### config.mk
export PLATFORM = sky130hd
export DESIGN_NAME = mux_rr_arbiter
export DESIGN_NICKNAME = d
export VERILOG_FILES = /design/src/rtl/mux_rr_arbiter.sv
export SDC_FILE = /design/constraint.sdc
export NUM_CORES = 1
export LEC_CHECK = 0
export CORE_AREA = 3 3 40 42
export CTS_CLUSTER_SIZE = 12
export DETAILED_ROUTE_END_ITERATION = 10
export DIE_AREA = 0 0 43 45
export PLACE_DENSITY_LB_ADDON = 0.12
export SYNTH_ARGS = -nofsm -noshare
export SYNTH_HDL_FRONTEND = slang
export SYNTH_SLANG_ARGS = --single-unit
### constraint.sdc
create_clock -name clk -period 1.2 [get_ports clk]
set_input_delay 0.24 -clock clk [delete_from_list [all_inputs] [get_ports clk]]
set_output_delay 0.24 -clock clk [all_outputs]
set_load 0.02 [all_outputs]
### src/rtl/mux_rr_arbiter.sv
// Two-source round-robin arbiter driving a 2:1 mux select.
// The granted word is captured into a one-entry output register
// with its own valid/ready handshake. On a tie, the source that
// was not granted last time wins. A lone requester is served
// every cycle.
module mux_rr_arbiter #(
  parameter int WIDTH = 1
) (
  input  logic             clk,
  input  logic             rst,
  input  logic [WIDTH-1:0] D0,
  input  logic             V0,
  output logic             R0,
  input  logic [WIDTH-1:0] D1,
  input  logic             V1,
  output logic             R1,
  output logic             S,
  output logic [WIDTH-1:0] Y,
  output logic             YV,
  input  logic             YR
);

  typedef enum logic {
    EMPTY,
    FULL
  } state_t;

  state_t state;
  logic   last;
  logic   grant_any;
  logic   grant_idx;
  logic   open;
  logic   accept;

  // Pick a source. A tie goes to the one not granted last. With no
  // request, the select parks on the last grant so the mux does not
  // toggle for nothing.
  always_comb begin
    grant_any = V0 | V1;
    grant_idx = V1;
    if (V0 && V1) begin
      grant_idx = ~last;
    end
    S      = grant_any ? grant_idx : last;
    open   = ~YV | YR;
    R0     = ~rst & open & V0 & ~grant_idx;
    R1     = ~rst & open & V1 & grant_idx;
    accept = R0 | R1;
  end

  // Output register FSM. An accept loads a new word, even when the
  // old word drains in the same cycle, so no bubble is inserted.
  // A drain without an accept empties the register. Y itself keeps
  // its last value.
  always_ff @(posedge clk) begin
    if (rst) begin
      state <= EMPTY;
      YV    <= 1'b0;
      Y     <= '0;
      last  <= 1'b1;
    end else begin
      case (state)
        EMPTY: begin
          if (accept) begin
            state <= FULL;
            YV    <= 1'b1;
            Y     <= S ? D1 : D0;
            last  <= S;
          end
        end
        FULL: begin
          if (accept) begin
            state <= FULL;
            YV    <= 1'b1;
            Y     <= S ? D1 : D0;
            last  <= S;
          end else if (YR) begin
            state <= EMPTY;
            YV    <= 1'b0;
          end
        end
        default: begin
          state <= EMPTY;
          YV    <= 1'b0;
        end
      endcase
    end
  end

endmodule

### Yosys cells after proc, flatten, opt, wreduce, memory -nomap -nowiden

Cells that the tools add are included.
W data, S select, Z words.

* equal/unequal tests: 2
* multiplexer cells: 13
* bitwise operators: 13
* reduce and logical (&&, ||, !) cells: 2

Operator list (number)
* $mux W1: 11
* $and A1 B1 Y1: 5
* $not A1 Y1: 5
* $pmux W1 S2: 2
* $ne A3 B2 Y1 const B: 1
* $or A1 B1 Y1: 3
* $ne A2 B2 Y1 const B: 1
* $reduce_and A2 Y1: 1
* $logic_and A1 B1 Y1: 1

* register bits after elaboration: 4
* input port bits: 7
* output and inout bits: 5

### Longest topological paths before layout

* depth in word-level cells: 8
* depth in mapped cells: 3
* gate-level depth less buffers: 3

### Least setup slack after synthesis

No wires, ideal clock.

* path kind: register -> output
* start point: reg YV
* end point: out R1
* data arrival time: 0.924 ns
* path slack: 0.036 ns
* cell stages (with the launch flop): 4
* cells stage by stage: dfxtp_1 nor2b_1 nor2_1 and3_2

* word-level cells in the longest chain between the ends: 5

RTL lines
* start: declaration: line 19 `output logic YV,`
* start signal: assignment: line 58 `YV <= 1'b0;`
* start signal: assignment: line 66 `YV <= 1'b1;`
* start signal: assignment: line 74 `YV <= 1'b1;`
* $not A1 Y1: line 45 `open = ~YV | YR;`
* $or A1 B1 Y1: line 45
* $and A1 B1 Y1 (3 in series): line 47 `R1 = ~rst & open & V1 & grant_idx;`
* end: declaration: line 16 `output logic R1,`

Every way passes these cells.

### Worst setup path after layout

* start point: reg last
* end point: out R0

* word-level cells in the longest chain between the ends: 4

RTL lines
* start: declaration: line 29 `logic last;`
* start signal: assignment: line 60 `last <= 1'b1;`
* start signal: assignment: line 68 `last <= S;`
* start signal: assignment: line 76 `last <= S;`
* $not A1 Y1: line 42 `grant_idx = ~last;`
* $mux W1: line 41 `if (V0 && V1) begin`
* $not A1 Y1: line 46 `R0 = ~rst & open & V0 & ~grant_idx;`
* $and A1 B1 Y1: line 46
* end: declaration: line 13 `output logic R0,`

Every way passes these cells.

==> results_dict.tcl <==
set metrics [dict create \
    gp_congestion 0.6539 \
    totalWireLength_um 627 \
    relSlewSlack 0.8655 \
    internal-power_w 0.0003398 \
    critPathKind "register to output port" \
    post-route-util 0.3603 \
    placed_area_sq_um 419.2 \
    grt_max_degree 6 \
    grt_use_total 0.08909 \
    startpoint_type "register" \
    hold_viol 0 \
    synth_top_area_share 0.3368 \
    fin_crit_ps 1323 \
    wl_per_cell_um 9.500 \
    rsz0062_at_grt "true" \
    postSynthCellCount 30 \
    core_area_sq_um 1285 \
    syn_area_sq_um 237.7 \
    finalSetupViolCount 2 \
    synth_area_leaders "dfxtp_1 (34%), a311oi_2 (6.3%), nand2_1 (6.3%)" \
    finClkSkew_ps 3.029 \
    finalCritPeriodShare 1.102 \
    clockRootBuffer "clkbuf_4" \
    async_flop_share 0 \
    clk_pin_slew_ps 30 \
    worstPathArrival_ps 1080 \
    synth_edf_count 0 \
    start_util 0.1850 \
    grt_overflow 0 \
    num_vias 293 \
    avgSynthCellArea_sq_um 7.924 \
    synth_cell_type_count 19 \
    p_switching_w 0.0001216 \
    worst_pin_slew_ps 199.6 \
    drc 0 \
    seq_area_frac_synth 0.3368 \
    area_delta_synth_final_pct 94.74 \
    outcome "finished with violations" \
    clock_sinks 4 \
    path_max_fanout 5 \
    yosysTopAreaCell "dfxtp_1" \
    setup_ws_ps -122.9 \
    violations "setup timing" \
    fmax_ghz 0.7559 \
    antenna_found_initial 0 \
    cts_tree "done" \
    fp.dieW_um 43 \
    fp-row-count 13 \
    p_leak_nw 0.2071 \
    syn-num-nets 37 \
    swShare 0.2635 \
    final_common_cell "buf_4" \
    clockBufferDepth 2 \
    critPathCaptureType "output port" \
    cp.required_ps 960 \
    via_per_inst 4.439 \
    power.density_nw_per_um2 996.5 \
    numCtsBuffers 3 \
    final_area_sq_um 462.9 \
    hold_path.class "register to register" \
    first_pass_iters 4 \
    combPwrFrac 0.314 \
    ys_seq_elements 4 \
    grt_pass1_vias 282 \
    drtIter0Drc 3 \
    postRouteAntennaNets 0 \
    die_y_um 45 \
    hpwl_um 537.1 \
    pwr-share-seq 0.334 \
    port_buffers 11 \
    p_clk_frac 0.351 \
    drv_slew 0 \
    ios 12 \
    drive_gt1_frac 0.4510 \
    synthFlopType "dfxtp_1" \
    layout_common_cells "buf_4 (8), dlygate4sd2_1 (5), nand2_1 (4)" \
    diodes 0 \
    grt_pass1_wl_um 1200 \
    drv_cap 0 \
    reg2reg_slack_ps 180 \
    irDropWorstVdd_uv 521.6 \
    h-tree-depth 1 \
    die_area_sq_um 1935 \
    num-nets-final 60 \
    yosys_warnings 0 \
    clkLatencyLatePin_ps 230 \
]
-- final timing paths --
kind,start,to,cells past startpoint
max,last,R0,3
min,state,state,2
max reg2reg,YV,Y,4
min reg2reg,state,state,2
-- kinds of logic after synthesis --
family	count (synthesis)	share of synthesized area
DFF	4	0.3369
buffers and inverters	1	0.01577
AOI/OAI and AO/OA	7	0.2053
and+or+nand+nor	18	0.4421
-- timing repair --
| item | in CTS | in global routing |
|---|---|---|
| resized for setup | 31 | 2 |
| setup buffers | 0 | 0 |
| hold buffers | 0 | 0 |
| pin swaps | 3 | 1 |
| setup endpoints to repair | 6 | 3 |
-- area by class of cell --
class                      instances  area, sq um
fill                             143        822.0
multi-input combinational         25        177.7
timing repair buffer              18        157.7
sequential                         4        82.58
clock buffer                       3        22.52
tap                               15        18.77
inverter                           1        3.754
-- cells in the mapped netlist (2+ instances only) --
library cell  n
nand2_1       4
nor2_1        3
nand2b_1      2
a21oi_1       2
dfxtp_1       4
o21ai_0       2
-- per-layer routing --
metal	global-route usage	routed length (um)	up-vias
met5	0	0	-
met4	0.03614	0	0
met3	0.06375	45	0
met2	0.1287	325	10
met1	0.1012	256	133
li1	-	-	150
-- sequential cells by signal, summed over array words and instances, names as in the netlist --
signal / cells
state: 1
Y: 1
YV: 1
last: 1
-- metrics by stage --
step	TNS [ps]	setup slack, ps	hold WS, ps	power [W]	cells
detailed placement	-2916	-706.0	468.9	0.0002983	63
finish	-210.6	-122.9	468.3	0.0004613	66
floorplan	0	36.30	307.9	0.0002184	30
global placement	-2850	-718.6	463.4	0.0002974	63
global route	-360.2	-182.4	497.8	0.0005044	66
CTS	-270.1	-137.9	443.7	0.0004708	66
-- power groups by stage --
stage / registers (W) / logic (W) / clock network [W]
6_report: 0.000154 / 0.000145 / 0.000162
3_3_place_gp: 0.000154 / 0.000143 / 0
5_1_grt: 0.000156 / 0.000160 / 0.000188
3_5_place_dp: 0.000155 / 0.000143 / 0
4_1_cts: 0.000154 / 0.000143 / 0.000173
2_1_floorplan: 0.000162 / 0.0000568 / 0
-- worst max-delay path, cell delays in order (launching register included) --
cell	delay, ps
dfxtp_2	330
or2b_1	230
and3_4	170
buf_6	120
No activity file was read; power rests on OpenSTA's default activity.
